===== src/rtl/hamnhan_seq_mul_core.sv =====
// hamnhan_seq_mul_core: sequential shift-add multiplier, one multiplier bit per clock
// Ports: S_AXI_ACLK clock, S_AXI_ARESETN async active-low reset, clr sync soft clear,
//   in_valid/in_ready/in_a/in_b operand channel, out_valid/out_ready/out_p product channel,
//   busy high while computing or holding a result.
module hamnhan_seq_mul_core #(
  parameter int OP_WIDTH    = 16,
  parameter bit SIGNED_MODE = 1'b0
) (
  input  logic                    S_AXI_ACLK,
  input  logic                    S_AXI_ARESETN,
  input  logic                    clr,
  input  logic                    in_valid,
  output logic                    in_ready,
  input  logic [OP_WIDTH-1:0]     in_a,
  input  logic [OP_WIDTH-1:0]     in_b,
  output logic                    out_valid,
  input  logic                    out_ready,
  output logic [2*OP_WIDTH-1:0]   out_p,
  output logic                    busy
);
  localparam int PW = 2 * OP_WIDTH;
  localparam int CW = OP_WIDTH > 1 ? $clog2(OP_WIDTH) : 1;
  typedef enum logic [1:0] {IDLE, CALC, DONE} state_t;
  state_t state;
  logic [PW-1:0] a_sh, acc, acc_nxt;
  logic [OP_WIDTH-1:0] b_sh, mag_a, mag_b;
  logic [CW-1:0] cnt;
  logic sgn;
  // Magnitudes are held unsigned, so the most negative operand maps to 2^(OP_WIDTH-1).
  always_comb begin
    mag_a = (SIGNED_MODE && in_a[OP_WIDTH-1]) ? -in_a : in_a;
    mag_b = (SIGNED_MODE && in_b[OP_WIDTH-1]) ? -in_b : in_b;
    acc_nxt = b_sh[0] ? acc + a_sh : acc;
  end
  always_ff @(posedge S_AXI_ACLK or negedge S_AXI_ARESETN) begin
    if (!S_AXI_ARESETN) begin
      state     <= IDLE;
      in_ready  <= 1'b1;
      out_valid <= 1'b0;
      out_p     <= '0;
      busy      <= 1'b0;
      a_sh      <= '0;
      b_sh      <= '0;
      acc       <= '0;
      cnt       <= '0;
      sgn       <= 1'b0;
    end else if (clr) begin
      state     <= IDLE;
      in_ready  <= 1'b1;
      out_valid <= 1'b0;
      busy      <= 1'b0;
    end else begin
      case (state)
        IDLE: if (in_valid) begin
          a_sh     <= PW'(mag_a);
          b_sh     <= mag_b;
          sgn      <= SIGNED_MODE && (in_a[OP_WIDTH-1] ^ in_b[OP_WIDTH-1]);
          acc      <= '0;
          cnt      <= '0;
          state    <= CALC;
          in_ready <= 1'b0;
          busy     <= 1'b1;
        end
        CALC: begin
          acc  <= acc_nxt;
          a_sh <= a_sh << 1;
          b_sh <= b_sh >> 1;
          cnt  <= cnt + CW'(1);
          // Last iteration: fold in this cycle's partial product directly.
          if (cnt == CW'(OP_WIDTH - 1)) begin
            out_p     <= sgn ? -acc_nxt : acc_nxt;
            out_valid <= 1'b1;
            state     <= DONE;
          end
        end
        DONE: if (out_ready) begin
          out_valid <= 1'b0;
          in_ready  <= 1'b1;
          busy      <= 1'b0;
          state     <= IDLE;
        end
        default: state <= IDLE;
      endcase
    end
  end
endmodule


===== config.mk =====
export PLATFORM = sky130hd
export DESIGN_NAME = hamnhan_seq_mul_core
export DESIGN_NICKNAME = d
export VERILOG_FILES = /design/src/rtl/hamnhan_seq_mul_core.sv
export SDC_FILE = /design/constraint.sdc
export NUM_CORES = 1
export LEC_CHECK = 0
export BUFFER_PORTS_ARGS = -buffer_cell sky130_fd_sc_hd__buf_4
export CAP_MARGIN = 10
export CORE_ASPECT_RATIO = 1.5
export CORE_MARGIN = 2
export CORE_UTILIZATION = 59
export CTS_CLUSTER_DIAMETER = 50
export DETAILED_ROUTE_END_ITERATION = 7
export HOLD_SLACK_MARGIN = 0.1
export MAX_ROUTING_LAYER = met4
export PLACE_DENSITY = 0.79
export SKIP_LAST_GASP = 1
export SLEW_MARGIN = 20
export SYNTH_ARGS = -nofsm -noshare
export SYNTH_HDL_FRONTEND = slang
export SYNTH_SLANG_ARGS = --single-unit
export TNS_END_PERCENT = 10

===== constraint.sdc =====
create_clock -name S_AXI_ACLK -period 3.97 [get_ports S_AXI_ACLK]
set_input_delay 0.794 -clock S_AXI_ACLK [delete_from_list [all_inputs] [get_ports S_AXI_ACLK]]
set_output_delay 0.794 -clock S_AXI_ACLK [all_outputs]
set_load 0.05 [all_outputs]

Word level (Yosys, flattened, before mapping)

Index checks and enable logic that the tools add are counted.

$add $sub $neg: 2
Eq/ne operators: 7
Mux-type cells: 25
Bitwise gates (word level): 1
Reductions and logical operators: 9

Operators by type and width:

| cell                | number |
|---|---|
| $pmux 32 s2         | 2 |
| $mux 32             | 3 |
| $add 32x32->32      | 1 |
| $pmux 16 s2         | 1 |
| $mux 16             | 1 |
| $reduce_and 3->1    | 5 |
| $ne 3x3->1 const B  | 3 |
| $mux 1              | 8 |
| $mux 2              | 4 |
| $pmux 4 s2          | 1 |
| $pmux 1 s2          | 3 |
| $pmux 2 s3          | 1 |
| $reduce_bool 3->1   | 2 |
| $add 4x1->4 const B | 1 |
| $eq 4x4->1 const B  | 1 |
| $mux 4              | 1 |
| $eq 2x1->1 const B  | 1 |
| $eq 2x2->1 const B  | 1 |
| $logic_not 2->1     | 1 |
| $ne 2x2->1 const B  | 1 |
| $reduce_bool 2->1   | 1 |
| $not 1->1           | 1 |

Register bits after elaboration: 121
Bits of input ports: 37
Output and inout port bits: 35
Word-level logic and storage cells: 53

Logic depth before layout (Yosys ltp)

Word-level depth: 4
Depth in mapped cells: 11

Worst setup path before layout

OpenSTA, ideal clock, no wires.

Path kind: register -> register
From: register a_sh[0]
To: register acc[28]
Library setup time: 123 ps
Arrival time: 2877 ps
Path slack: 971 ps
Stages on the path, launching flop included: 12
Path buffers: 0
Cell sequence: dfrtp_1 -> ha_1 -> fa_1 -> a21o_1 -> a221oi_4 -> o21ai_2 -> a41o_1 -> a2111o_1 -> a311oi_1 -> o31ai_1 -> xnor2_1 -> o21ai_1

Word-level cells in the longest chain between the ends: 3

RTL lines:

| what                   | line | RTL |
|---|---|---|
| from (decl)            | 25   | `logic [PW-1:0] a_sh, acc, acc_nxt;` |
| from (signal assigned) | 55   | `a_sh <= PW'(mag_a);` |
| from (signal assigned) | 66   | `a_sh <= a_sh << 1;` |
| $add 32x32->32         | 33   | `acc_nxt = b_sh[0] ? acc + a_sh : acc;` |
| $mux 32                | 33   |  |
| $pmux 32 s2            | 53   | `case (state)` |
| to (signal assigned)   | 65   | `acc <= acc_nxt;` |
| to (decl)              | 25   |  |

No other way between the ends.
A chain may end at the register's enable or synchronous reset.

Worst setup path after layout

From: register a_sh[0]
To: register out_p[28]

Word-level cells in the longest chain between the ends: 2

RTL lines:

| what                 | line | RTL |
|---|---|---|
| $add 32x32->32       | 33   |  |
| $mux 32              | 33   |  |
| to (signal assigned) | 71   | `out_p <= sgn ? -acc_nxt : acc_nxt;` |
| to (decl)            | 18   | `output logic [2*OP_WIDTH-1:0] out_p,` |

No other way between the ends.

==> flow_metrics.env <==
export IMPL_cts_tree="yes"
export IMPL_cp_top_family="compound AO/OA/AOI/OAI gates"
export IMPL_syn_area_per_cell_um2=9.660
export IMPL_drtIter0Drc=362
export IMPL_postLayoutCellArea_um2=8115
export IMPL_vias=5710
export IMPL_p_leak_nw=3.938
export IMPL_async_flop_share_pct=100.0
export IMPL_vias_per_cell=6.193
export IMPL_wirelength_mm=16.35
export IMPL_rsz0062_at_grt="no"
export IMPL_start_kind="flip-flop"
export IMPL_synthTopCellsByCount="120 x dfrtp_1, 110 x nand2_1, 63 x o21ai_0, 43 x mux2i_1, 39 x clkbuf_1"
export IMPL_dp_hpwl_mm=11.20
export IMPL_finalSetupViolCount=0
export IMPL_synth_area_leaders="dfrtp_1 44%, mux2i_1 6.3%, nand2_1 6.1%"
export IMPL_synthCells=706
export IMPL_synth_top_area_share_pct=44.03
export IMPL_io_buffers=71
export IMPL_hold_buffers=0
export IMPL_grt_pass1_vias=5712
export IMPL_ios=72
export IMPL_routedWlPerCell_um=17.73
export IMPL_critPathKind="flip-flop to flip-flop"
export IMPL_yosysSeqAreaShare_pct=44.41
export IMPL_synthFlopType="dfrtp_1"
export IMPL_regArea_um2=3030
export IMPL_holdWs_ps=473.6
export IMPL_drive_above_1_share_pct=16.19
export IMPL_multi_input_area_um2=3600
export IMPL_grt_pass1_wl_mm=27.26
export IMPL_timing_max_cap_violations=0
export IMPL_areaGrowthSynthToFinish_pct=18.99
export IMPL_min_path_cells=2
export IMPL_antenna_found_initial=0
export IMPL_fp_dieArea_um2=12450
export IMPL_hold_path_class="flip-flop to flip-flop"
export IMPL_yosysTopAreaCell="dfrtp_1"
export IMPL_fillers=861
export IMPL_fp_dieW_um=91.79
export IMPL_power_w=0.003815
export IMPL_crit_start="a_sh[0]"
export IMPL_r2r_end="out_p[28]"
export IMPL_crit_slowest_cell="a2111o_1"
export IMPL_grt_max_degree=103
export IMPL_syn_nets=776
export IMPL_ctsResizeCount=0
export IMPL_reg2reg_depth=11
export IMPL_drc=0
export IMPL_coreArea_um2=11410
export IMPL_fin_crit_sh_pct=84.02
export IMPL_clk_latency_ps=420
export IMPL_cp_arrival_ps=3640
export IMPL_status="finished, final reports clean"
export IMPL_slowest_delay_ps=480
export IMPL_grt_usage_pct=28.35
export IMPL_critPathBufInv=0
export IMPL_rows=48
export IMPL_numCtsBuffers=17
export IMPL_grt_ovfl_total=0
export IMPL_fmax_mhz=299.8
export IMPL_hp_start="b_sh[15]"
export IMPL_synth_area_um2=6820
export IMPL_synth_most_common_cell="dfrtp_1"
export IMPL_hold_end="b_sh[15]"
export IMPL_drv_slew=0
export IMPL_ir_drop_uv=349.6
export IMPL_clk_pin_slew_ps=50
export IMPL_clock_sinks=121
export IMPL_crit_reg2reg_launch="a_sh[0]"
export IMPL_cp_cell_sequence="ha_1, fa_1, a21o_1, a221oi_4, o21ai_2, a41o_1, a2111o_1, a311oi_1, o31ai_1, mux2i_1, nand2_1"
export IMPL_power_density_nw_per_um2=470.1
export IMPL_cp_max_fo=4
export IMPL_clock_path_buffers=2
export IMPL_min_period_ps=3336
export IMPL_ys_seq_elements=121
export IMPL_worst_slew_pin_slew_ps=925.9
export IMPL_drt_first_pass_iters=7
export IMPL_cts_setup_buffers=0
export IMPL_r2r_slack_ps=630
export IMPL_synth_enable_flop_cells=0
export IMPL_antenna_cells=0
export IMPL_synth_cell_type_count=59
export IMPL_place_gp_congestion=0.9160
export IMPL_maxSlewHeadroom_pct=38.28
export IMPL_dpl_instance_area_um2=7476
export IMPL_crit_required_ps=4270
export IMPL_initial_core_util_pct=59.77
export IMPL_tns_ps=0
export IMPL_cts_root_buf="clkbuf_16"
export IMPL_crit_path_end_kind="flip-flop"
export IMPL_antenna_left=0
export IMPL_die_h_um=135.7
export IMPL_yosys_warnings=0
export IMPL_nets=830
export IMPL_cts_max_level=4
export IMPL_skew_ps=6.760
export IMPL_hold_viol_final=0
==> per-stage QoR <==
step | utilization (%) | std cells | setup slack [ps]
2_1_floorplan | - | 706 | 970.6
3_3_place_gp | 65.52 | 891 | 772.1
3_5_place_dp | 65.52 | 891 | 679.9
4_1_cts | 71.12 | 922 | 650.3
5_1_grt | 71.12 | 922 | 531.7
6_report | 71.12 | 922 | 634.2
==> cells in the final DEF (no fill, tap or decap), types with 17 or more instances in the layout <==
cell type  instances
nor3b_1           19
o21ai_1           18
mux2i_1           43
a22o_1            28
ha_1              32
dfrtp_1          119
buf_4             80
xnor2_1           20
a21oi_1           33
a21o_1            22
nor2_1            23
nand2_1          110
clkbuf_16         17
o21ai_0           62
==> flip-flops by register name, indices dropped and copies added, names as in the netlist <==
| name | count |
|---|---|
| a_sh | 32 |
| acc | 32 |
| out_p | 32 |
| b_sh | 16 |
| cnt | 4 |
| state | 2 |
| busy | 1 |
| in_ready | 1 |
| out_valid | 1 |
==> area by class of cell <==
cell class / count / share of cell area, %
tap: 150 / 2.313
clock inverter: 7 / 1.696
multi-input combinational: 529 / 44.36
inverter: 10 / 0.4625
sequential: 121 / 37.34
timing repair buffer: 81 / 7.647
clock buffer: 24 / 6.183
==> cell families (layout without fill, tap and decap cells) <==
logic type | Yosys count | count (layout) | synth area share, %
buffers and inverters | 56 | 122 | 3.082
muxes | 43 | 43 | 6.311
DFF | 121 | 121 | 44.41
and+or+nand+nor | 198 | 198 | 13.48
adders and majority gates | 33 | 33 | 6.164
xor gates and xnor gates | 29 | 29 | 3.724
AOI/OAI and AO/OA | 226 | 226 | 22.82
==> per-layer routing <==
metal  GRT usage [%]  up-vias  wire (µm)
li1                -     2693          -
met4           13.76        0        565
met1           32.74     2791       6600
met3           5.120       44        739
met5               -        -          0
met2           47.71      182       8443
==> worst max path at each step <==
stage	to	slack (ps)	cells after the start
floorplan	acc[28]	970	11
global placement	out_p[28]	770	11
detailed placement	out_p[28]	680	11
CTS	out_p[28]	650	11
global route	out_p[28]	530	11
finish	out_p[28]	630	11
==> worst min-delay path, stage by stage, from the launching register on <==
cell and delay, ps:
dfrtp_1 340, nand2_1 50, nand2_1 50
==> power by group <==
part / switching (W) / internal, W
sequential: 0.0000945 / 0.00133
combinational: 0.000408 / 0.000296
clock: 0.000554 / 0.00113
Note: power is estimated with default switching activity, not from simulation.
